===== src/rtl/s2p_pkg.sv =====
// Shared definitions for the lab4 serial link (transmitter and receiver):
// FSM encoding, line levels and the default word width.
package s2p_pkg;

  typedef enum logic [1:0] {
    S_IDLE = 2'd0,
    S_DATA = 2'd1,
    S_STOP = 2'd2
  } s2p_state_e;

  localparam logic START_BIT  = 1'b1;
  localparam logic STOP_BIT   = 1'b0;
  localparam logic IDLE_LEVEL = 1'b0;

  localparam int S2P_DATA_WIDTH = 8;

endpackage


===== src/rtl/serial_to_parallel_if.sv =====
// Recovered-word valid/ready bus between the deframer (master) and its consumer (slave).
interface serial_to_parallel_if
  import s2p_pkg::*;
#(
  parameter int DATA_WIDTH = S2P_DATA_WIDTH
);
  logic [DATA_WIDTH-1:0] data_out;
  logic                  data_valid;
  logic                  data_ready;

  modport master (output data_out, output data_valid, input data_ready);
  modport slave  (input data_out, input data_valid, output data_ready);
endinterface


===== src/rtl/s2p_out_buffer.sv =====
// One-entry valid/ready holding register; a completed word arriving while the
// entry is full and not being drained is dropped and flagged with a 1-clk overrun pulse.
module s2p_out_buffer #(
  parameter int DATA_WIDTH = 8
) (
  input  logic                  clk,
  input  logic                  rst,
  input  logic                  load_i,
  input  logic [DATA_WIDTH-1:0] data_i,
  input  logic                  ready_i,
  output logic [DATA_WIDTH-1:0] data_o,
  output logic                  valid_o,
  output logic                  overrun_o
);

  logic [DATA_WIDTH-1:0] data_q, data_d;
  logic                  valid_q, valid_d;
  logic                  ovr_q, ovr_d;

  always_comb begin
    data_d  = data_q;
    valid_d = valid_q;
    ovr_d   = 1'b0;
    if (load_i) begin
      // a drain on the same clk frees the entry, so the new word always fits then
      if (!valid_q || ready_i) begin
        data_d  = data_i;
        valid_d = 1'b1;
      end else begin
        ovr_d = 1'b1;
      end
    end else if (valid_q && ready_i) begin
      valid_d = 1'b0;
    end
  end

  always_ff @(posedge clk or negedge rst) begin
    if (!rst) begin
      data_q  <= '0;
      valid_q <= 1'b0;
      ovr_q   <= 1'b0;
    end else begin
      data_q  <= data_d;
      valid_q <= valid_d;
      ovr_q   <= ovr_d;
    end
  end

  assign data_o    = data_q;
  assign valid_o   = valid_q;
  assign overrun_o = ovr_q;

endmodule


===== src/rtl/serial_to_parallel.sv =====
// Receive side of the lab4 serial link: start '1', DATA_WIDTH bits MSB first, stop '0'.
// Optional stop-bit checking under macro S2P_STOP_CHECK_EN (frame_err tied 0 otherwise).
module serial_to_parallel
  import s2p_pkg::*;
#(
  parameter int DATA_WIDTH = S2P_DATA_WIDTH
) (
  input  logic                 clk,
  input  logic                 rst,
  input  logic                 serial_in,
  serial_to_parallel_if.master dout,
  output logic                 busy,
  output logic [3:0]           bit_count,
  output logic                 overrun,
  output logic                 frame_err
);

  localparam logic [3:0] LAST_BIT = 4'(DATA_WIDTH - 1);

  s2p_state_e            state_q, state_d;
  logic [DATA_WIDTH-1:0] sr_q, sr_d;
  logic [3:0]            cnt_q, cnt_d;
  logic                  complete;
  logic                  load;
  logic [DATA_WIDTH-1:0] buf_data;
  logic                  buf_valid;

  always_comb begin
    state_d  = state_q;
    sr_d     = sr_q;
    cnt_d    = cnt_q;
    complete = 1'b0;
    case (state_q)
      S_IDLE: begin
        if (serial_in == START_BIT) begin
          state_d = S_DATA;
          cnt_d   = 4'd0;
        end
      end
      S_DATA: begin
        sr_d  = (sr_q << 1) | {{(DATA_WIDTH-1){1'b0}}, serial_in};
        cnt_d = cnt_q + 4'd1;
        if (cnt_q == LAST_BIT) state_d = S_STOP;
      end
      S_STOP: begin
        // the stop-bit level is consumed here, never re-read as a start bit
        complete = 1'b1;
        state_d  = S_IDLE;
        cnt_d    = 4'd0;
      end
      default: begin
        state_d = S_IDLE;
        cnt_d   = 4'd0;
      end
    endcase
  end

  always_ff @(posedge clk or negedge rst) begin
    if (!rst) begin
      state_q <= S_IDLE;
      sr_q    <= '0;
      cnt_q   <= 4'd0;
    end else begin
      state_q <= state_d;
      sr_q    <= sr_d;
      cnt_q   <= cnt_d;
    end
  end

`ifdef S2P_STOP_CHECK_EN
  logic stop_bad;
  logic ferr_q;

  assign stop_bad = complete && (serial_in != STOP_BIT);
  assign load     = complete && !stop_bad;

  always_ff @(posedge clk or negedge rst) begin
    if (!rst) ferr_q <= 1'b0;
    else      ferr_q <= stop_bad;
  end

  assign frame_err = ferr_q;
`else
  assign load      = complete;
  assign frame_err = 1'b0;
`endif

  s2p_out_buffer #(.DATA_WIDTH(DATA_WIDTH)) u_buf (
    .clk       (clk),
    .rst       (rst),
    .load_i    (load),
    .data_i    (sr_q),
    .ready_i   (dout.data_ready),
    .data_o    (buf_data),
    .valid_o   (buf_valid),
    .overrun_o (overrun)
  );

  assign dout.data_out   = buf_data;
  assign dout.data_valid = buf_valid;
  assign busy            = (state_q != S_IDLE);
  assign bit_count       = cnt_q;

endmodule

===== src/flat_wrapper.sv =====
// flat-port wrapper written by rule: the top's interface ports become plain ports
module serial_to_parallel_flat import s2p_pkg::*;
#(
  parameter int DATA_WIDTH = S2P_DATA_WIDTH
)
  (clk, rst, serial_in, busy, bit_count, overrun, frame_err, dout_data_out, dout_data_valid, dout_data_ready);
  serial_to_parallel_if #(.DATA_WIDTH(DATA_WIDTH)) dout_i ();
  input  logic clk;
  input  logic rst;
  input  logic serial_in;
  output logic busy;
  output logic [3:0] bit_count;
  output logic overrun;
  output logic frame_err;
  output wire logic [$bits(dout_i.data_out)-1:0] dout_data_out;
  output wire logic [$bits(dout_i.data_valid)-1:0] dout_data_valid;
  input wire logic [$bits(dout_i.data_ready)-1:0] dout_data_ready;
  assign dout_data_out = dout_i.data_out;
  assign dout_data_valid = dout_i.data_valid;
  assign dout_i.data_ready = dout_data_ready;
  serial_to_parallel #(.DATA_WIDTH(DATA_WIDTH)) u_core (.clk(clk), .rst(rst), .serial_in(serial_in), .dout(dout_i), .busy(busy), .bit_count(bit_count), .overrun(overrun), .frame_err(frame_err));
endmodule

===== config.mk =====
export PLATFORM = sky130hd
export DESIGN_NAME = serial_to_parallel_flat
export DESIGN_NICKNAME = d
export VERILOG_FILES = /design/src/rtl/s2p_pkg.sv /design/src/rtl/serial_to_parallel_if.sv /design/src/rtl/s2p_out_buffer.sv /design/src/rtl/serial_to_parallel.sv /design/src/flat_wrapper.sv
export SDC_FILE = /design/constraint.sdc
export NUM_CORES = 1
export LEC_CHECK = 0
export CELL_PAD_IN_SITES_DETAIL_PLACEMENT = 0
export CELL_PAD_IN_SITES_GLOBAL_PLACEMENT = 2
export CORE_ASPECT_RATIO = 1.1
export CORE_MARGIN = 2
export CORE_UTILIZATION = 33
export CTS_CLUSTER_SIZE = 25
export DETAILED_ROUTE_END_ITERATION = 16
export PLACE_DENSITY = 0.81
export SLEW_MARGIN = 20
export SYNTH_ARGS = -nofsm -noshare
export SYNTH_HDL_FRONTEND = slang
export SYNTH_SLANG_ARGS = --single-unit

===== constraint.sdc =====
create_clock -name clk -period 1.6 [get_ports clk]
set_clock_uncertainty 0.2 [all_clocks]
set_input_delay 0.32 -clock clk [delete_from_list [all_inputs] [get_ports clk]]
set_output_delay 0.32 -clock clk [all_outputs]
set_load 0.05 [all_outputs]

After elaboration in Yosys (flattened, before gate mapping)
Cells that the tools add are included.
Widths: inputs -> output; s select.

word-level totals
  register bits after elaboration = 24
  input bits = 4
  output and inout port bits = 16
  logic and storage cells = 34

operators by class
  $add $sub $neg = 1
  eq/ne operators = 6
  multiplexer cells = 11
  bitwise logic cells = 1
  reductions and logical operators = 9

operators with widths
  operator             count
  $or 8x1->8           1
  $pmux 4 s2           1
  $mux 1               6
  $reduce_and 2->1     3
  $add 4x1->4 const B  1
  $eq 4x3->1 const B   1
  $mux 2               2
  $mux 4               1
  $ne 2x2->1 const B   2
  $pmux 2 s2           1
  $reduce_bool 2->1    2
  $eq 2x1->1 const B   1
  $eq 2x2->1 const B   1
  $logic_not 2->1      1
  $ne 2x1->1 const B   1
  $logic_and 1x1->1    1
  $logic_not 1->1      1
  $logic_or 1x1->1     1

Longest topological paths before layout
Gate-level depths: netlist (run 1).

  depth in word-level cells = 4
  mapped depth = 4
  depth with buffers taken out = 4

Modules after synthesis
A second synthesis (run 1) with hierarchy kept.

second synthesis, totals
  cell total of the unflattened synthesis = 71
  area, all modules = 1046.0 um^2

modules (own cells, without submodules)
  module              times used  cells an instance  area each (um^2)  seq. area each (um^2)
  serial_to_parallel  1           48                 639.4             350.3
  s2p_out_buffer      1           23                 406.6             250.2

Least setup slack after synthesis (run 1)
Ideal clock, no wire load.

  path kind = reg-to-reg
  from = register u_core.u_buf.valid_q (netlist: u_core.u_buf.valid_o)
  to = register u_core.u_buf.data_q[0] (netlist: u_core.u_buf.data_o[0])
  setup time = 0.125 ns
  data arrival time = 1.339 ns
  data required time = 1.275 ns
  slack = -0.064 ns
  cell stages (with the launch flop) = 5
  path buffers = 1
  clock period less this slack = 1.664 ns
  cell sequence = dfrtp_1 > nand2b_1 > nand2b_4 > buf_6 > mux2_2

between the ends
  word-level cells in the longest chain between the ends = 3

ends and longest elaborated chain
  what                               RTL line              source
  from (decl)                        s2p_out_buffer.sv:17  logic valid_q, valid_d;
  from (signal assigned)             s2p_out_buffer.sv:44  valid_q <= valid_d;
  $logic_not 1->1                    s2p_out_buffer.sv:26  if (!valid_q || ready_i) begin
  $logic_or 1x1->1                   s2p_out_buffer.sv:26
  $reduce_and 2->1 (no source line)  -
  to (signal assigned)               s2p_out_buffer.sv:43  data_q <= data_d;
  to (decl)                          s2p_out_buffer.sv:16  logic [DATA_WIDTH-1:0] data_q, data_d;

No other way between the ends.
A chain may end at the register's enable or synchronous reset.

Worst setup path after layout (run 1)
  from = register u_core.state_q[0]
  to = output port busy

between the ends
  word-level cells in the longest chain between the ends = 1

ends and longest elaborated chain
  what                    RTL line                   source
  from (decl)             serial_to_parallel.sv:20   s2p_state_e state_q, state_d;
  from (signal assigned)  serial_to_parallel.sv:64   state_q <= state_d;
  $reduce_bool 2->1       serial_to_parallel.sv:101  assign busy = (state_q != S_IDLE);
  to (decl)               flat_wrapper.sv:11         output logic busy;

No other way between the ends.

==> results of run 1 <==
-- placed cells by master (no fill, tap or decap), drive strengths merged, types with 2 or more instances in the layout --
| master | instances |
|---|---|
| dfrtp | 24 |
| buf | 22 |
| mux2 | 16 |
| nor2 | 5 |
| nand2 | 3 |
| clkbuf | 3 |
| clkdlybuf4s50 | 3 |
| nand2b | 3 |
| nor2b | 2 |
| nand3 | 2 |
-- worst max-delay path, stage by stage, from the launching register on --
cell and delay, ps:
dfrtp_1 400, or2_4 250, buf_8 150
-- cells by family (layout without fill, tap and decap cells) --
family,count (synthesis),in the layout,share of synthesized area [%]
AO/OA/AOI/OAI,5,5,3.209
buffers and inverters,4,29,2.953
flip-flops,24,24,61.62
AND/OR/NAND/NOR,19,19,11.04
other,1,1,0.3847
multiplexers,17,17,19.51
adder cells (fa/ha/maj),1,1,1.283
-- per-stage QoR --
step / instance area (um^2) / instances / hold slack (ps) / utilization (%) / setup slack, ps
floorplan: 979.7 / 71 / -175.6 / - / 89.89
global placement: 1348 / 123 / 290.0 / 48.51 / -115.1
detailed placement: 1348 / 123 / 296.9 / 48.51 / -116.5
CTS: 1425 / 129 / 148.4 / 51.31 / -56.57
global route: 1428 / 129 / 163.5 / 51.40 / -80.20
finish: 1428 / 129 / 143.6 / 51.40 / -30.44
-- path summary, 6_finish.rpt --
check	endpoint	depth (start not counted)	startpoint
max in group asynchronous	u_core.u_buf.valid_o	2	rst
max reg2reg	u_core.u_buf.data_o[0]	4	u_core.state_q[0]
min	u_core.sr_q[1]	2	rst
min in group clk	u_core.sr_q[7]	1	u_core.sr_q[7]
min reg2reg	u_core.sr_q[7]	1	u_core.sr_q[7]
max	busy	2	u_core.state_q[0]
-- timing repair --
action,CTS,global route
setup endpoints to repair,1,3
endpoints found under the hold margin,0,0
resized for setup,3,1
pin swaps,1,0
buffers inserted,2,0
-- per-layer routing --
layer | share of wire [%] | wire length (um) | vias up | global-route usage [%]
li1 | - | - | 288 | -
met1 | 45 | 715 | 308 | 13.38
met2 | 51 | 813 | 9 | 17.69
met3 | 2.6 | 41 | 2 | 1.279
met4 | 0.88 | 14 | 0 | 7.143
met5 | 0 | 0 | - | 0
-- state kept, by name, indices dropped and copies added, names as in the netlist --
register and cells:
u_core.u_buf.overrun_o 1, u_core.state_q 2, u_core.sr_q 8, u_core.u_buf.data_o 8, u_core.u_buf.valid_o 1, u_core.bit_count 4
-- cell type report --
class                   instances  area share (%)
flip-flops and latches         24           42.42
repair buffers                 25           26.47
multi-input cells              43           24.54
well taps                      33           2.892
clock inverters                 1           2.103
clock buffers                   3           1.578
-- power groups by stage --
stage               logic, W  clock network [W]  registers [W]
floorplan           0.000447                  0        0.00147
global placement     0.00154                  0        0.00112
detailed placement   0.00156                  0        0.00113
CTS                  0.00160           0.000447        0.00111
global route         0.00166           0.000472        0.00115
finish               0.00159           0.000434        0.00110
==> flow_metrics.py, run 1 <==
metrics = {
    "detailed_routing": {
        "routedWlPerCell_um": 12.28,
        "first_pass_iters": 2,
        "drc": 0,
        "routed_wl_um": 1584,
        "drt_iter0_markers": 5,
        "viasPerCell": 4.705,
        "ant_nets": 0,
        "vias": 607,
    },
    "global_routing": {
        "overflow": 0,
        "grtUsageTotal_pct": 10.64,
        "grt_pass1_vias": 631,
        "grt_pass1_wl_um": 2746,
        "grt_max_degree": 25,
        "antenna_found_initial": 0,
    },
    "floorplanning": {
        "start_util_pct": 35.09,
        "die_w_um": 55.82,
        "die_area_um2": 3405,
        "die_h_um": 61,
        "fp.coreArea_um2": 2778,
        "row_count": 20,
        "ios": 20,
    },
    "power_and_ir_drop": {
        "clockPowerShare_pct": 13.9,
        "power_density_nw_per_um2": 2190,
        "leakage_nw": 0.6503,
        "total_power_w": 0.003126,
        "p_switching_w": 0.001171,
        "ir_drop_mv": 1.035,
        "p_sw_share_pct": 37.46,
        "p_int_w": 0.001955,
        "p_seq_share_pct": 35.3,
        "p_comb_share_pct": 50.8,
    },
    "yosys": {
        "synth-edff-count": 0,
        "ys_seq_elements": 24,
        "syn_inst": 71,
        "yosysWarningCount": 0,
        "synth_top_cell_by_area": "dfrtp_1",
        "synthTopCellsByArea": "dfrtp_1 62%, mux2_2 18%, nor2_1 1.9%",
        "seq_area_frac_synth_pct": 61.62,
        "synth_most_common_cell": "dfrtp_1",
        "synth_nets": 76,
        "synth_top_area_share_pct": 61.62,
        "synth_cell_types": 23,
        "syn_avg_cell_area_um2": 13.73,
        "synth_common_cells": "24 x dfrtp_1, 16 x mux2_2, 5 x nor2_1",
        "async_flop_share_pct": 100.0,
        "synth_ff_type": "dfrtp_1",
        "netlist_area_um2": 974.7,
    },
    "worst_setup_path": {
        "crit_path_end_kind": "output pin",
        "start_kind": "register",
        "arrival_ps": 1110,
        "ff2ff_setup_slack_ps": 110,
        "crit_fanout": 2,
        "required_ps": 1080,
        "crit_type": "reg -> out",
    },
    "timing": {
        "fmax_mhz": 613.3,
        "final-hold-violation-count": 0,
        "setup_violations": 1,
        "setup_ws_ps": -30.44,
        "period_share_pct": 101.9,
        "drv_slew": 0,
        "finalCriticalPeriod_ps": 1630,
        "setup_tns_ps": -30.44,
        "rsz0062_at_grt": "true",
    },
    "placement": {
        "port_buffers": 18,
        "post-dp-hpwl_um": 1133,
        "gp_congestion": 0.7250,
    },
    "finish": {
        "drive_gt1_share_pct": 52.08,
        "num-fill-cells": 260,
        "layout.nets": 102,
        "multi_input_area_um2": 350.3,
        "n_antenna_cell": 0,
        "seqCellArea_um2": 605.6,
        "area_delta_synth_final_pct": 46.47,
    },
    "clocking": {
        "cts_max_level": 1,
        "cts_buffers": 3,
        "cts_tree": "yes",
        "hold_buffers": 0,
        "clk_pin_slew_ps": 140,
        "clock-root-buffer": "clkbuf_4",
        "insertion_delay_ps": 300,
        "cts_sinks": 24,
        "clockBufferDepth": 2,
    },
    "min_path": {
        "min_path_type": "in -> async",
    },
    "run_status": {
        "violations": "negative setup slack",
        "status": "finished with violations",
    },
    "flow_run": {
        "maxCapViolCount": 0,
    },
}
No activity file was read; power rests on OpenSTA's default activity.
==> inputs of run 2 (changes only) <==
--- a/config.mk
+++ b/config.mk
@@ -10,6 +10,7 @@
 export CORE_ASPECT_RATIO = 1.1
 export CORE_MARGIN = 2
 export CORE_UTILIZATION = 33
+export CTS_CLUSTER_DIAMETER = 50
 export CTS_CLUSTER_SIZE = 25
 export DETAILED_ROUTE_END_ITERATION = 16
 export PLACE_DENSITY = 0.81
==> results of run 2 <==
Same layout as run 1: the final DEF is identical, and so are final timing and power.
